--- config.mk ---
export PLATFORM = sky130hd
export DESIGN_NAME = bsg_manycore_host_mmio_responder
export DESIGN_NICKNAME = d
export VERILOG_FILES = /design/src/rtl/bsg_manycore_host_mmio_pkg.sv /design/src/rtl/bsg_fifo_1r1w_small.sv /design/src/rtl/bsg_manycore_host_mmio_responder.sv
export SDC_FILE = /design/constraint.sdc
export NUM_CORES = 1
export LEC_CHECK = 0
export CAP_MARGIN = 20
export CORE_MARGIN = 2
export CORE_UTILIZATION = 56
export DETAILED_ROUTE_END_ITERATION = 10
export HOLD_SLACK_MARGIN = 0.12
export PLACE_DENSITY = 0.87
export SYNTH_ARGS = -nofsm -noshare
export SYNTH_HDL_FRONTEND = slang
export SYNTH_HIERARCHICAL = 1
export SYNTH_SLANG_ARGS = --single-unit
--- constraint.sdc ---
create_clock -name clk_i -period 7.6 [get_ports clk_i]
set_input_delay 1.52 -clock clk_i [delete_from_list [all_inputs] [get_ports clk_i]]
set_output_delay 1.52 -clock clk_i [all_outputs]
set_load 0.01 [all_outputs]
--- src/rtl/bsg_manycore_host_mmio_pkg.sv ---
// bsg_manycore_host_mmio_pkg: register map, STATUS layout and response types for the host MMIO responder.
package bsg_manycore_host_mmio_pkg;
  typedef enum logic [2:0] {
    REG_FINISH     = 3'd0,
    REG_FAIL       = 3'd1,
    REG_PUTCHAR    = 3'd2,
    REG_PRINT_STAT = 3'd3,
    REG_SCRATCH    = 3'd4,
    REG_STATUS     = 3'd5
  } reg_off_e;
  localparam int REG_NUM = 6;
  localparam int STATUS_FINISH_BIT = 0;
  localparam int STATUS_FAIL_BIT = 1;
  localparam int STATUS_COUNT_LSB = 2;
  localparam logic RSP_CREDIT = 1'b0;
  localparam logic RSP_LOAD = 1'b1;
endpackage

--- src/rtl/bsg_fifo_1r1w_small.sv ---
// bsg_fifo_1r1w_small: small circular FIFO with occupancy count; ready reflects only the registered count.
module bsg_fifo_1r1w_small #(
  parameter int width_p = 8,
  parameter int els_p = 16,
  localparam int lg_els_lp = $clog2(els_p)
) (
  input  logic                 clk_i,
  input  logic                 reset_n_i,
  input  logic                 v_i,
  output logic                 ready_o,
  input  logic [width_p-1:0]   data_i,
  output logic                 v_o,
  output logic [width_p-1:0]   data_o,
  input  logic                 yumi_i,
  output logic [lg_els_lp:0]   count_o
);
  logic [width_p-1:0] mem [els_p];
  logic [lg_els_lp-1:0] wptr, rptr;
  logic push, pop;
  assign ready_o = count_o != (lg_els_lp+1)'(els_p);
  assign v_o = count_o != '0;
  assign data_o = mem[rptr];
  assign push = v_i & ready_o;
  assign pop = yumi_i & v_o;
  always_ff @(posedge clk_i or negedge reset_n_i)
    if (!reset_n_i) begin
      wptr <= '0;
      rptr <= '0;
      count_o <= '0;
    end else begin
      wptr <= wptr + lg_els_lp'(push);
      rptr <= rptr + lg_els_lp'(pop);
      count_o <= count_o + (lg_els_lp+1)'(push) - (lg_els_lp+1)'(pop);
    end
  always_ff @(posedge clk_i)
    if (push) mem[wptr] <= data_i;
endmodule

--- src/rtl/bsg_manycore_host_mmio_responder.sv ---
// bsg_manycore_host_mmio_responder: host-coordinate MMIO endpoint answering tile loads/stores with one response each.
module bsg_manycore_host_mmio_responder
  import bsg_manycore_host_mmio_pkg::*;
#(
  parameter int addr_width_p = 28,
  parameter int data_width_p = 32,
  parameter int x_cord_width_p = 7,
  parameter int y_cord_width_p = 7,
  parameter int char_fifo_els_p = 16
) (
  input  logic                      clk_i,
  input  logic                      reset_n_i,
  input  logic                      req_v_i,
  output logic                      req_ready_o,
  input  logic                      req_store_i,
  input  logic [addr_width_p-1:0]   req_addr_i,
  input  logic [data_width_p-1:0]   req_data_i,
  input  logic [data_width_p/8-1:0] req_mask_i,
  input  logic [x_cord_width_p-1:0] req_src_x_i,
  input  logic [y_cord_width_p-1:0] req_src_y_i,
  input  logic [4:0]                req_reg_id_i,
  output logic                      rsp_v_o,
  input  logic                      rsp_ready_i,
  output logic                      rsp_load_o,
  output logic [data_width_p-1:0]   rsp_data_o,
  output logic [x_cord_width_p-1:0] rsp_dst_x_o,
  output logic [y_cord_width_p-1:0] rsp_dst_y_o,
  output logic [4:0]                rsp_reg_id_o,
  output logic                      finish_v_o,
  output logic [data_width_p-1:0]   finish_code_o,
  output logic                      fail_v_o,
  output logic                      char_v_o,
  output logic [7:0]                char_o,
  input  logic                      char_yumi_i,
  output logic                      print_stat_v_o,
  output logic [data_width_p-1:0]   print_stat_tag_o,
  output logic                      err_o
);
  localparam int cnt_w_lp = $clog2(char_fifo_els_p) + 1;
  typedef enum logic {EMPTY, FULL} slot_e;
  slot_e state;
  reg_off_e off;
  logic mapped, is_fin, is_fail, is_put, is_ps, is_scr, is_status;
  logic accept, st_acc, fifo_ready;
  logic [cnt_w_lp-1:0] count;
  logic [data_width_p-1:0] scratch, scratch_n, status, load_data;
  assign mapped = req_addr_i < addr_width_p'(REG_NUM);
  assign off = reg_off_e'(req_addr_i[2:0]);
  assign is_fin = mapped & (off == REG_FINISH);
  assign is_fail = mapped & (off == REG_FAIL);
  assign is_put = mapped & (off == REG_PUTCHAR);
  assign is_ps = mapped & (off == REG_PRINT_STAT);
  assign is_scr = mapped & (off == REG_SCRATCH);
  assign is_status = mapped & (off == REG_STATUS);
  // A full char FIFO stalls only PUTCHAR stores; a pop this cycle does not free a slot until next cycle.
  assign req_ready_o = ((state == EMPTY) | rsp_ready_i) & ~(req_store_i & is_put & ~fifo_ready);
  assign accept = req_v_i & req_ready_o;
  assign st_acc = accept & req_store_i;
  assign rsp_v_o = state == FULL;
  always_comb begin
    scratch_n = scratch;
    for (int i = 0; i < data_width_p/8; i++)
      if (req_mask_i[i]) scratch_n[8*i+:8] = req_data_i[8*i+:8];
    status = '0;
    status[STATUS_FINISH_BIT] = finish_v_o;
    status[STATUS_FAIL_BIT] = fail_v_o;
    status[STATUS_COUNT_LSB+:cnt_w_lp] = count;
    load_data = is_scr ? scratch : is_status ? status : '0;
  end
  always_ff @(posedge clk_i or negedge reset_n_i)
    if (!reset_n_i) begin
      state <= EMPTY;
      rsp_load_o <= RSP_CREDIT;
      rsp_data_o <= '0;
      rsp_dst_x_o <= '0;
      rsp_dst_y_o <= '0;
      rsp_reg_id_o <= '0;
      finish_v_o <= 1'b0;
      finish_code_o <= '0;
      fail_v_o <= 1'b0;
      print_stat_v_o <= 1'b0;
      print_stat_tag_o <= '0;
      err_o <= 1'b0;
      scratch <= '0;
    end else begin
      if (accept) begin
        state <= FULL;
        rsp_load_o <= req_store_i ? RSP_CREDIT : RSP_LOAD;
        rsp_data_o <= req_store_i ? '0 : load_data;
        rsp_dst_x_o <= req_src_x_i;
        rsp_dst_y_o <= req_src_y_i;
        rsp_reg_id_o <= req_reg_id_i;
      end else if (rsp_ready_i) state <= EMPTY;
      print_stat_v_o <= st_acc & is_ps;
      if (st_acc & is_fin & ~finish_v_o) begin
        finish_v_o <= 1'b1;
        finish_code_o <= req_data_i;
      end
      if (st_acc & is_fail) fail_v_o <= 1'b1;
      if (st_acc & is_ps) print_stat_tag_o <= req_data_i;
      if (st_acc & is_scr) scratch <= scratch_n;
      if (accept & (~mapped | (req_store_i & is_status))) err_o <= 1'b1;
    end
  bsg_fifo_1r1w_small #(.width_p(8), .els_p(char_fifo_els_p)) char_fifo (
    .clk_i    (clk_i),
    .reset_n_i(reset_n_i),
    .v_i      (st_acc & is_put),
    .ready_o  (fifo_ready),
    .data_i   (req_data_i[7:0]),
    .v_o      (char_v_o),
    .data_o   (char_o),
    .yumi_i   (char_yumi_i),
    .count_o  (count)
  );
endmodule
==> impl_results.md <==
* CTS HTree Levels at 1
* Area of the multi-input gates at 3450 sq um
* #FFs+latches synth at 294
* # setup viols final at 0
* Crit Path Category: input pin to output port
* Final hold vios at 0
* Reg2Reg Depth at 16
* Asr flop ratio synth at 56.5%
* Worst-path clk slew at about 0.06 ns
* N_diodes at 0
* Ys Warns at 6
* Worst setup SP type: input pin
* Storage cell area at between 7000 and 8000 sq um
* Final Cycle Share at ~72%
* Status: finished, final reports clean
* TritonCTS clock tree: done
* Total track usage at 25.3%
* Worst hold slack at between 0.4 and 0.5 ns
* Port bufs at 219
* # IOs at between 200 and 250
* Worst hold stages at 1
* Vias/cell at 5.82
* Netlist cell types at 52
* Largest net degree at the start of global routing at 95
* Post-route DRC violation count at 0
* Maximum clock path buffer count at 3
* Rows at 52
* DRT iter0 DRCs at 484
* Max Cap Violations at 0
* Setup TNS Final at 0 ns
* Clk_skew at roughly 0.018 ns
* PD cells at 263 nW/um^2
* Crit-path max FO at 8
* Wire per inst at around 23 microns
* Initial antenna violation count at 0
* TritonCTS Buffers at 29
* Worst Setup End Kind: output port
* Cells after Synth at roughly 640
* Leak at 6.25 nW
* RSZ-0062 raised after global routing: false
* DRT antenna net count at 0
* Later-pin clock latency in the skew report at 0.54 ns
* Slew headroom at 24.1%
* Growth of design area from synthesis to finish at 29.2%
* Setup Fix Bufs, Post-CTS at 0
* Dpl hpwl at 18100 microns
* First-pass GRT wire length at 42500 microns
* Mapped Area at between 10000 and 15000 sq um
* Die Area at 22000 sq um
* Max Slew Vio Count at 0
* Syn_nets at 743
* Post-CTS Hold Buffers at 0
* RePlAce Congestion at about 0.81
* Sequential share of the synthesized area at 68.6%
* Critical path arrival at 3.96 ns
* Core Region at 20300 sq um
* Root Buffer: clkbuf_16
* Clock Sinks at 294
* Layout cells sized above 1 at a little under a quarter
* Mean Syn Cell Area at roughly 18 sq um
* Total number of vias at 6791
* Worst-margin pin slew at 1.14 ns
* Die Y at 148 microns
* Post-synth EDFFs at 128
* TritonRoute pass-1 iters at 5
* Final min period at ~5.5 ns
* Filler cells at roughly 1200
* Die X at 148 microns
* Peak VDD IR at 0.203 mV
* HP Class: flop to flop
* Post-cts resize count at 0
* Nets at 974
* GR Overflow Total at 0
* Starting density of the core at 57.4%
* Max Clock Freq at 0.183 GHz
* CP required at 6.08 ns
* Synth Flop Type: dfrtp_1
* Vias in the first global route at 7204
* Drt total wl at roughly 27000 microns
## logic make-up after synthesis
group	synth area share, %
xor+xnor	0.601
flops	68.6
buf+inv	1.92
mux	18.7
simple gates	4.62
fa+ha+maj	1.25
compound gates	4.26
## report_power, final
group / switching [mW] / total (mW) / internal [mW]
Sequential: 0.0378 / 1.74 / 1.70
Combinational: 0.370 / 0.759 / 0.389
Clock: 0.591 / 1.46 / 0.864
Total: 0.999 / 3.96 / 2.96
## per-layer routing
metal / up-vias / GRT usage, % / wire length, microns
met5: - / 0 / 0
met4: 0 / 5.33 / 529
met3: 39 / 6.07 / 2060
met2: 278 / 43.5 / 14100
met1: 3537 / 33.3 / 10600
li1: 2937 / - / -
## cell usage in the layout, fill, tap and decap left out, drive strengths merged, types with 14 or more instances in the layout
| master | instances |
|---|---|
| clkdlybuf4s50 | 218 |
| dfrtp | 166 |
| edfxtp | 128 |
| mux2 | 115 |
| clkbuf | 37 |
| mux4 | 32 |
| a22o | 25 |
| nor2 | 16 |
| a22oi | 16 |
| nand2 | 14 |
## worst max-delay path, stage by stage
cell,delay (ns)
clkdlybuf4s50_1,0.53
a211oi_1,0.42
nand4_1,0.51
nor2_1,0.35
a21boi_0,0.14
clkdlybuf4s50_1,0.49
## sequential cells by signal, indices dropped and copies added, names as in the netlist, 4 cells and up
signal,count
rsp_dst_x_o,7
print_stat_tag_o,32
char_fifo/wptr,4
finish_code_o,32
char_fifo/count_o,5
char_fifo/rptr,4
char_fifo/mem,128
scratch,32
rsp_data_o,32
rsp_reg_id_o,5
rsp_dst_y_o,7
## worst paths after layout
kind                       slack, ns            startpoint                   end
max                             2.12         req_addr_i[1]           req_ready_o
min                             0.48            rsp_load_o            rsp_load_o
max reg2reg                     3.15  char_fifo/count_o[2]  char_fifo/count_o[4]
min reg2reg                     0.48            rsp_load_o            rsp_load_o
max in group asynchronous       5.07             reset_n_i   print_stat_tag_o[8]
min in group asynchronous       1.07             reset_n_i     finish_code_o[27]
## Yosys cell counts, drive strengths merged (2+ instances only)
master         number  area [sq um]
dfrtp             166          4150
nand3               9          70.1
nor2               16          60.1
nor3b               2          15.0
edfxtp            128          3840
ha                 10           125
a221o               7          70.1
mux4               32           773
nand2b              3          18.8
nor4                6          65.1
nor3                7          40.0
or2                 2          12.5
a21o                2          15.0
xor2                5          43.8
a21oi               2          10.0
nand4               2          12.5
a22o               25           219
nand2              14          52.6
a22oi              16           120
buf                19           141
or3                 3          23.8
inv                 7          26.3
nor2b               3          18.8
clkdlybuf4s25       3          30.0
and2               11          68.8
xnor2               3          26.3
clkbuf              7          26.3
nand4bb             2          22.5
nand4b              2          17.5
o21bai              2          15.0
mux2              115          1410
## area by class of cell
type / instances / area share [%]
clock buffer: 35 / 5.17
clock inverter: 19 / 1.35
inverter: 7 / 0.175
multi-input combinational: 313 / 22.9
sequential: 294 / 53.1
tap: 270 / 2.24
timing repair buffer: 229 / 15.0
## metrics by stage
step                util [%]  setup slack (ns)  std cells  instance area, sq um  power, mW
floorplan                  -              3.06        643                 11700       2.23
finish                  74.2              2.12       1167                 15100       3.96
global route            74.2              2.02       1167                 15100       4.11
detailed placement      69.2              1.71       1110                 14100       2.53
global placement        69.2              1.97       1110                 14100       2.50
CTS                     74.1              2.13       1164                 15000       3.99
Power figures use the tool's default switching activity.
